--- src/rtl/ff_add_serial_if.sv ---
// ff_add_serial_if
//   Operand/result bundle for the word-serial modular adder.
//   rx_start : single-cycle start strobe; rx_a/rx_b/rx_p are sampled with it
//   rx_a     : addend A (expected A < P)
//   rx_b     : addend B (expected B < P)
//   rx_p     : modulus P (odd, nonzero)
//   tx_busy  : operation in flight
//   tx_done  : result valid, held until the next start or reset
//   tx_a     : result (A + B) mod P, meaningful while tx_done is high
//   master drives the rx_ side; slave (the adder) drives the tx_ side.
interface ff_add_serial_if #(
    parameter int unsigned WIDTH = 256
);
    logic             rx_start;
    logic [WIDTH-1:0] rx_a;
    logic [WIDTH-1:0] rx_b;
    logic [WIDTH-1:0] rx_p;
    logic             tx_busy;
    logic             tx_done;
    logic [WIDTH-1:0] tx_a;

    modport master (
        output rx_start, rx_a, rx_b, rx_p,
        input  tx_busy, tx_done, tx_a
    );

    modport slave (
        input  rx_start, rx_a, rx_b, rx_p,
        output tx_busy, tx_done, tx_a
    );
endinterface

--- src/rtl/ff_add_serial.sv ---
// ff_add_serial
//   Word-serial modular adder: tx_a = (A + B) mod P, LIMB bits per cycle.
//   An ADD pass forms the WIDTH+1-bit sum limb by limb, a SUB pass forms
//   sum - P limb by limb, and FINAL keeps sum - P when the full sum is at
//   least P (carry out of the ADD pass, or no borrow out of the SUB pass).
//   Latency is 2*N+1 cycles from the rx_start edge, N = WIDTH/LIMB.
//   clk     : rising-edge clock
//   reset_n : asynchronous active-low reset
//   bus     : ff_add_serial_if slave (rx_start/rx_a/rx_b/rx_p in,
//             tx_busy/tx_done/tx_a out)
module ff_add_serial #(
    parameter int unsigned WIDTH = 256,
    parameter int unsigned LIMB  = 32
) (
    input  logic             clk,
    input  logic             reset_n,
    ff_add_serial_if.slave   bus
);
    localparam int unsigned N  = WIDTH / LIMB;
    localparam int unsigned IW = (N > 1) ? $clog2(N) : 1;
    localparam logic [IW-1:0] LAST = IW'(N - 1);

    typedef enum logic [1:0] {IDLE, ADD, SUB, FINAL} state_t;

    state_t           state, state_n;
    logic [IW-1:0]    idx;
    logic             c;
    logic             carry_out;
    logic [WIDTH-1:0] op_a, op_b, op_p;
    logic [WIDTH-1:0] sum, diff;

    int unsigned      base;
    logic [LIMB-1:0]  a_limb, b_limb, p_limb, s_limb;
    logic [LIMB:0]    add_res, sub_res;
    logic             last_limb;

    // Current limb slices and the one-limb add / subtract with c as
    // carry-in (ADD) or borrow-in (SUB); bit LIMB is carry/borrow out.
    always_comb begin
        base      = int'(idx) * LIMB;
        a_limb    = op_a[base +: LIMB];
        b_limb    = op_b[base +: LIMB];
        p_limb    = op_p[base +: LIMB];
        s_limb    = sum[base +: LIMB];
        add_res   = {1'b0, a_limb} + {1'b0, b_limb} + {{LIMB{1'b0}}, c};
        sub_res   = {1'b0, s_limb} - {1'b0, p_limb} - {{LIMB{1'b0}}, c};
        last_limb = (idx == LAST);
    end

    always_ff @(posedge clk or negedge reset_n) begin
        if (!reset_n) state <= IDLE;
        else          state <= state_n;
    end

    // A start strobe wins in every state, aborting any operation in flight.
    always_comb begin
        state_n = state;
        if (bus.rx_start) begin
            state_n = ADD;
        end else begin
            case (state)
                IDLE:    state_n = IDLE;
                ADD:     if (last_limb) state_n = SUB;
                SUB:     if (last_limb) state_n = FINAL;
                FINAL:   state_n = IDLE;
                default: state_n = IDLE;
            endcase
        end
    end

    assign bus.tx_busy = (state != IDLE);

    always_ff @(posedge clk or negedge reset_n) begin
        if (!reset_n) begin
            idx         <= '0;
            c           <= 1'b0;
            carry_out   <= 1'b0;
            op_a        <= '0;
            op_b        <= '0;
            op_p        <= '0;
            sum         <= '0;
            diff        <= '0;
            bus.tx_a    <= '0;
            bus.tx_done <= 1'b0;
        end else begin
            case (state)
                ADD: begin
                    sum[base +: LIMB] <= add_res[LIMB-1:0];
                    if (last_limb) begin
                        carry_out <= add_res[LIMB];
                        c         <= 1'b0;
                        idx       <= '0;
                    end else begin
                        c         <= add_res[LIMB];
                        idx       <= idx + IW'(1);
                    end
                end
                SUB: begin
                    diff[base +: LIMB] <= sub_res[LIMB-1:0];
                    c                  <= sub_res[LIMB];
                    idx                <= last_limb ? '0 : idx + IW'(1);
                end
                FINAL: begin
                    bus.tx_a    <= (carry_out || !c) ? diff : sum;
                    bus.tx_done <= 1'b1;
                end
                default: ;
            endcase

            // Placed after the state actions so a start coinciding with
            // FINAL still updates tx_a but suppresses tx_done.
            if (bus.rx_start) begin
                op_a        <= bus.rx_a;
                op_b        <= bus.rx_b;
                op_p        <= bus.rx_p;
                idx         <= '0;
                c           <= 1'b0;
                bus.tx_done <= 1'b0;
            end
        end
    end
endmodule

--- src/flat_wrapper.sv ---
// flat-port wrapper written by rule: the top's interface ports become plain ports
module ff_add_serial_flat 
#(
    parameter int unsigned WIDTH = 256,
    parameter int unsigned LIMB  = 32
)
  (clk, reset_n, bus_rx_start, bus_rx_a, bus_rx_b, bus_rx_p, bus_tx_busy, bus_tx_done, bus_tx_a);
  ff_add_serial_if #(.WIDTH(WIDTH)) bus_i ();
  input  logic clk;
  input  logic reset_n;
  input wire logic [$bits(bus_i.rx_start)-1:0] bus_rx_start;
  input wire logic [$bits(bus_i.rx_a)-1:0] bus_rx_a;
  input wire logic [$bits(bus_i.rx_b)-1:0] bus_rx_b;
  input wire logic [$bits(bus_i.rx_p)-1:0] bus_rx_p;
  output wire logic [$bits(bus_i.tx_busy)-1:0] bus_tx_busy;
  output wire logic [$bits(bus_i.tx_done)-1:0] bus_tx_done;
  output wire logic [$bits(bus_i.tx_a)-1:0] bus_tx_a;
  assign bus_i.rx_start = bus_rx_start;
  assign bus_i.rx_a = bus_rx_a;
  assign bus_i.rx_b = bus_rx_b;
  assign bus_i.rx_p = bus_rx_p;
  assign bus_tx_busy = bus_i.tx_busy;
  assign bus_tx_done = bus_i.tx_done;
  assign bus_tx_a = bus_i.tx_a;
  ff_add_serial #(.WIDTH(WIDTH), .LIMB(LIMB)) u_core (.clk(clk), .reset_n(reset_n), .bus(bus_i));
endmodule
--- config.mk ---
export PLATFORM = sky130hd
export DESIGN_NAME = ff_add_serial_flat
export DESIGN_NICKNAME = d
export VERILOG_FILES = /design/src/rtl/ff_add_serial_if.sv /design/src/rtl/ff_add_serial.sv /design/src/flat_wrapper.sv
export SDC_FILE = /design/constraint.sdc
export NUM_CORES = 2
export LEC_CHECK = 0
export CAP_MARGIN = 40
export CORE_AREA = 4 4 403 405
export CTS_BUF_LIST = sky130_fd_sc_hd__clkbuf_8
export CTS_CLUSTER_SIZE = 10
export DETAILED_ROUTE_END_ITERATION = 10
export DIE_AREA = 0 0 407 409
export PLACE_DENSITY = 0.79
export SLEW_MARGIN = 20
export SYNTH_ARGS = -nofsm -noshare
export SYNTH_HDL_FRONTEND = slang
export SYNTH_SLANG_ARGS = --single-unit
--- constraint.sdc ---
create_clock -name clk -period 5.9 [get_ports clk]
set_clock_uncertainty 0.2 [all_clocks]
set_input_delay 0.885 -clock clk [delete_from_list [all_inputs] [get_ports clk]]
set_output_delay 0.885 -clock clk [all_outputs]
set_load 0.01 [all_outputs]
After elaboration in Yosys (flattened, before gate mapping)

Cells that the tools add are included.

Bits in registers: 1,544
Output and inout port bits: 258
Word-level logic and storage cells: 56

Add/subtract/negate cells: 6
Equality and inequality tests: 6
Shift-type cells: 7
Multiplexer cells: 15
Reductions and logical operators: 11

Operators by type and width:

| cell                                                     | number |
|---|---|
| variable part select 256 x 9 -> 32 bit                   | 4 |
| bitwise mux 256 bit                                      | 2 |
| variable part select 32 x 34 -> 256 bit                  | 2 |
| 2-to-1 mux 256 bit                                       | 1 |
| variable shift 32 x 34 -> 256 bit (first input constant) | 1 |
| negation 8 -> 34 bit                                     | 1 |
| adder 32 x 32 -> 33 bit                                  | 1 |
| adder 33 x 1 -> 33 bit                                   | 1 |
| subtractor 32 x 32 -> 33 bit                             | 1 |
| subtractor 33 x 1 -> 33 bit                              | 1 |
| 2-to-1 mux 3 bit                                         | 3 |
| 2-to-1 mux 2 bit                                         | 3 |
| inequality test 3 x 2 -> 1 bit (second input constant)   | 2 |
| one-hot mux 2 bit (3 select lines)                       | 1 |
| nonzero test 2 bit                                       | 3 |
| equality test 2 bit (second input constant)              | 2 |
| 2-to-1 mux 1 bit                                         | 4 |
| AND reduction 2 bit                                      | 2 |
| OR reduction 2 bit                                       | 2 |
| adder 3 x 1 -> 3 bit (second input constant)             | 1 |
| equality test 3 bit (second input constant)              | 1 |
| nonzero test 3 bit                                       | 1 |
| equality test 2 x 1 -> 1 bit (second input constant)     | 1 |
| zero test 2 bit                                          | 1 |
| 3 further kinds                                          | 3 |

Depth between registers and ports, before layout

Depth in word-level cells: 6
Mapped depth: 19
Gate-level depth less buffers: 15

Least setup slack after synthesis

OpenSTA, ideal clock, no wires.

Path kind: reg2reg
From: reg u_core.idx[0]
To: reg u_core.diff[156]
Library setup time: 0.066 ns
Arrival: 5.015 ns
Data required time: 5.634 ns
Setup slack: 0.619 ns
Cell stages (with the launch flop): 18
Path buffers: 3
Period minus slack after synthesis: 5.281 ns
Cell sequence: dfrtp_1 -> buf_2 -> clkbuf_1 -> buf_1 -> mux4_2 -> nand2_1 -> nand2_1 -> fa_1 -> fa_1 -> nand2b_1 -> a2111oi_0 -> o21ai_0 -> a21oi_1 -> a21oi_1 -> o21ai_2 -> o21ai_0 -> xor2_1 -> mux2_2

Word-level cells in the longest chain between the ends: 5
Elaborated cells on any way between the ends: 8
Classes of those cells: add/sub: 3; shift: 4; mux: 1

Ends and longest elaborated chain:

| item                                                             | line                                     | RTL |
|---|---|---|
| start, declared                                                  | ff_add_serial.sv:26                      | `logic [IW-1:0] idx;` |
| start signal, assigned                                           | ff_add_serial.sv:95                      | `idx <= idx + IW'(1);` |
| start signal, assigned                                           | ff_add_serial.sv:101                     | `idx <= last_limb ? '0 : idx + IW'(1);` |
| variable part select 256 x 9 -> 32 bit, on equally long branches | ff_add_serial.sv:44, ff_add_serial.sv:43 |  |
| subtractor 32 x 32 -> 33 bit                                     | ff_add_serial.sv:46                      | `sub_res = {1'b0, s_limb} - {1'b0, p_limb} - {{LIMB{1'b0}}, c};` |
| subtractor 33 x 1 -> 33 bit                                      | ff_add_serial.sv:46                      |  |
| variable part select 32 x 34 -> 256 bit                          | ff_add_serial.sv:99                      | `diff[base +: LIMB] <= sub_res[LIMB-1:0];` |
| bitwise mux 256 bit (*)                                          | ff_add_serial.sv:99                      |  |
| end signal, assigned by index                                    | ff_add_serial.sv:99                      |  |
| end, declared                                                    | ff_add_serial.sv:30                      | `logic [WIDTH-1:0] sum, diff;` |

Mark *: on every way between the ends. The rest lies on a longest branch, timed or not.
A chain may end at the register's enable or synchronous reset.

Final worst setup path

From: reg u_core.idx[1]
To: reg u_core.sum[222]

Word-level cells in the longest chain between the ends: 5
Elaborated cells on any way between the ends: 8
Classes of those cells: add/sub: 3; shift: 4; mux: 1

Ends and longest elaborated chain:

| item                                                             | line                                     | RTL |
|---|---|---|
| variable part select 256 x 9 -> 32 bit, on equally long branches | ff_add_serial.sv:41, ff_add_serial.sv:42 |  |
| adder 32 x 32 -> 33 bit                                          | ff_add_serial.sv:45                      | `add_res = {1'b0, a_limb} + {1'b0, b_limb} + {{LIMB{1'b0}}, c};` |
| adder 33 x 1 -> 33 bit                                           | ff_add_serial.sv:45                      |  |
| variable part select 32 x 34 -> 256 bit                          | ff_add_serial.sv:88                      | `sum[base +: LIMB] <= add_res[LIMB-1:0];` |
| bitwise mux 256 bit (*)                                          | ff_add_serial.sv:88                      |  |
| end signal, assigned by index                                    | ff_add_serial.sv:88                      |  |
| end, declared                                                    | ff_add_serial.sv:30                      |  |

Marks and branches as above.

==> insert_results.sql <==
INSERT INTO impl_metrics (metric_group, metric, value, unit) VALUES
('timing', 'final_period_minus_worst_setup_slack', '5.576', 'ns'),
('critical_path', 'endpoint', 'u_core.sum[222]', ''),
('yosys', 'synth.cells.most_frequent', 'dfrtp_1 (1544), nand2_1 (1272), mux2_2 (813)', ''),
('yosys', 'yosys.area_share.xor_xnor', '0.007541', ''),
('timing', 'fmax', '179.4', 'MHz'),
('yosys', 'synth-main-ff-cell', 'dfrtp_1', ''),
('yosys', 'synth.yosys.seq_area_share', '0.5492', ''),
('detailed_routing', 'drc_errors', '0', ''),
('yosys', 'synth_mux_area_frac', '0.2164', ''),
('timing', 'timing.setup.tns', '0', 'ns'),
('power_and_ir_drop', 'power_density_of_the_placed_cells', '570.9', 'mW/mm^2'),
('status', 'run_status', 'complete, no violations', ''),
('detailed_routing', 'drt_wl_total', '278300', 'um'),
('timing', 'worst_slack', '0.3245', 'ns'),
('place', 'dpl-instance-area', '0.08362', 'mm^2'),
('yosys', 'dominant_combinational_cell_family_by_area_after_synthesis', 'multiplexers', ''),
('yosys', 'postSynthNetCount', '6799', ''),
('yosys', 'syn_inst', '5922', ''),
('clocking', 'clock_tree.root_cell', 'clkbuf_8', ''),
('yosys', 'ys.warnings.count', '0', ''),
('final_layout', 'post_route_cells_drive_above_1_share', '0.2337', ''),
('grt', 'grt_start_max_net_pins', '250', ''),
('timing', 'grt_setup_unrepaired', 'false', ''),
('clocking', 'clk_pin_slew_worst_paths', '0.07', 'ns'),
('floorplanning', 'die-width', '407', 'um'),
('critical_path', 'cp_slowest_cell', 'dfrtp_4', ''),
('critical_path', 'maximum_cell_stage_delay_along_the_critical_path', '0.76', 'ns'),
('critical_path', 'setup.worst_path.class', 'register to register', ''),
('timing', 'final-setup-viol-count', '0', ''),
('floorplanning', 'floorplan.rows', '146', ''),
('detailed_routing', 'vias', '55592', ''),
('critical_path', 'timing.critical_path.to_type', 'register', ''),
('clocking', 'insertion_delay', '1.04', 'ns'),
('yosys', 'count_of_flip_flops_with_a_built_in_enable_after_synthesis', '0', ''),
('clocking', 'ctsHtreeMaxLevel', '5', ''),
('yosys', 'share_of_synthesized_registers_carrying_an_async_set_or_reset', '1.000', ''),
('floorplanning', 'core', '0.1584', 'mm^2'),
('yosys', 'yosys.cell_count.top_type', 'dfrtp_1', ''),
('clocking', 'clock_path_buffers', '4', ''),
('final_layout', 'postLayoutCoreUtil', '0.5633', ''),
('timing', 'finalCritPeriodShare', '0.9450', ''),
('critical_path', 'r2r-end', 'u_core.sum[222]', ''),
('place', 'placer_s_final_routability_congestion_estimate', '0.9589', ''),
('worst_hold_path', 'hold_path_class', 'primary input to register', ''),
('critical_path', 'worstSetupStartpointType', 'register', ''),
('grt', 'initial_antenna_violation_count', '115', ''),
('clocking', 'tritoncts', 'done', ''),
('clocking', 'clock_sink_count', '1544', ''),
('floorplanning', 'initial_standard_cell_utilization_of_the_core', '0.4442', ''),
('timing', 'slew_headroom', '0.2020', ''),
('place', 'io_buffers', '1028', ''),
('timing', 'number_of_endpoints_with_negative_hold_slack_in_the_final_report', '0', ''),
('yosys', 'post_synth.cell_area_avg', '11.88', 'um^2'),
('timing', 'tightestPinTransition', '1.197', 'ns'),
('power_and_ir_drop', 'vdd_ir_drop_max', '0.6596', 'mV'),
('timing', 'drv_slew', '0', ''),
('clocking', 'postCtsResizedCells', '0', ''),
('power_and_ir_drop', 'pnr_total_power', '50.93', 'mW'),
('grt', 'grt_first_pass_wirelength', '392100', 'um'),
('grt', 'grt.total_usage', '0.3265', ''),
('clocking', 'cts_inserted_buffers', '275', ''),
('yosys', 'netlist_area', '0.07035', 'mm^2'),
('yosys', 'synth_area_in_compound_gates', '0.08747', ''),
('clocking', 'post_cts_setup_buffers', '0', ''),
('place', 'place_worst_setup_slack', '0.3383', 'ns'),
('final_layout', 'instances_no_fill', '9312', ''),
('final_layout', 'layout.cell_area.non_filler', '0.08921', 'mm^2'),
('critical_path', 'crit_chain', 'buf_4 > buf_12 > mux4_2 > nand2_1 > nand2_1 > ha_1 > a21oi_1 > o21ai_0 > or3_1 > o211ai_1 > a21boi_0 > a31oi_1 > xor2_1 > buf_4 > o31ai_1', ''),
('floorplanning', 'die-height', '409', 'um'),
('critical_path', 'r2r_start', 'u_core.idx[1]', ''),
('detailed_routing', 'via_per_inst', '5.970', '');
what timing repair did:
action	in CTS	in global routing
hold endpoints to repair	134	0
setup endpoints to repair	0	0
hold buffers	1	0
critical path: cells and delay by family, from the launching register on:
kind	cells	cell delay [ns]
AOI/OAI and AO/OA	6	1.92
buffers and inverters	3	0.95
DFF	1	0.76
and+or+nand+nor	3	0.60
adders and majority gates	1	0.38
muxes	1	0.37
xor gates and xnor gates	1	0.16
cell families (layout without fill, tap and decap cells):
logic type | after synthesis | count (layout)
multiplexers | 1102 | 1102
AND/OR/NAND/NOR | 1679 | 1679
other | 0 | 77
AO/OA/AOI/OAI | 927 | 927
XOR/XNOR | 58 | 58
flip-flops | 1544 | 1544
buffers and inverters | 506 | 1747
adder cells (fa/ha/maj) | 106 | 106
routing by layer:
metal | track usage | part of all wire | up-vias
li1 | - | - | 23259
met1 | 0.4009 | 0.36 | 28094
met2 | 0.4987 | 0.46 | 3486
met3 | 0.1163 | 0.12 | 721
met4 | 0.1888 | 0.062 | 32
met5 | 0 | 0.00082 | -
cell type report:
cell class              count  area [um^2]
diodes                     77        192.7
clock buffers             335         4611
clock inverters           112        626.9
fillers                 12854        69170
inverters                  86        327.8
multi-input cells        3872        29950
flip-flops and latches   1544        38650
well taps                2072         2592
repair buffers           1214        12270
state kept, by name (all words and copies together), names as in the netlist:
signal,count
u_core.op_b,256
u_core.carry_out,1
u_core.idx,3
u_core.op_p,256
u_core.bus.tx_done,1
u_core.op_a,256
u_core.c,1
u_core.diff,256
u_core.state,2
u_core.sum,256
u_core.bus.tx_a,256
cell usage in the layout, fill, tap and decap left out, drive strengths merged, types with 7 or more instances in the layout:
cell type	count
clkinvlp	9
o21a	8
and3	8
inv	164
clkdlybuf4s50	1026
o21bai	9
nand4	7
ha	102
nor3	8
mux2i	35
a21oi	67
mux4	254
and2	13
buf	185
mux2	813
o31ai	212
nor2	308
nand3	24
a31oi	266
clkinv	20
a22o	86
xor2	30
nand2b	15
dfrtp	1544
o21ai	201
diode	77
nand2	1272
xnor2	28
clkbuf	337
a21o	38
power by group:
group          leakage [nW]  switching, mW  internal, mW
Sequential             19.2           2.14          12.7
Combinational          15.7           16.6          9.70
Clock                  2.98           4.49          5.31
Total                  37.9           23.2          27.7
how the worst min path moves through the flow:
stage	start	end	cells after the start
floorplan	u_core.diff[193]	u_core.diff[193]	2
global placement	u_core.diff[193]	u_core.diff[193]	2
detailed placement	u_core.diff[88]	u_core.diff[88]	2
CTS	bus_rx_a[142]	u_core.op_a[142]	2
global route	bus_rx_a[74]	u_core.op_a[74]	2
finish	bus_rx_b[68]	u_core.op_b[68]	2
(Power assumes the default switching activity.)
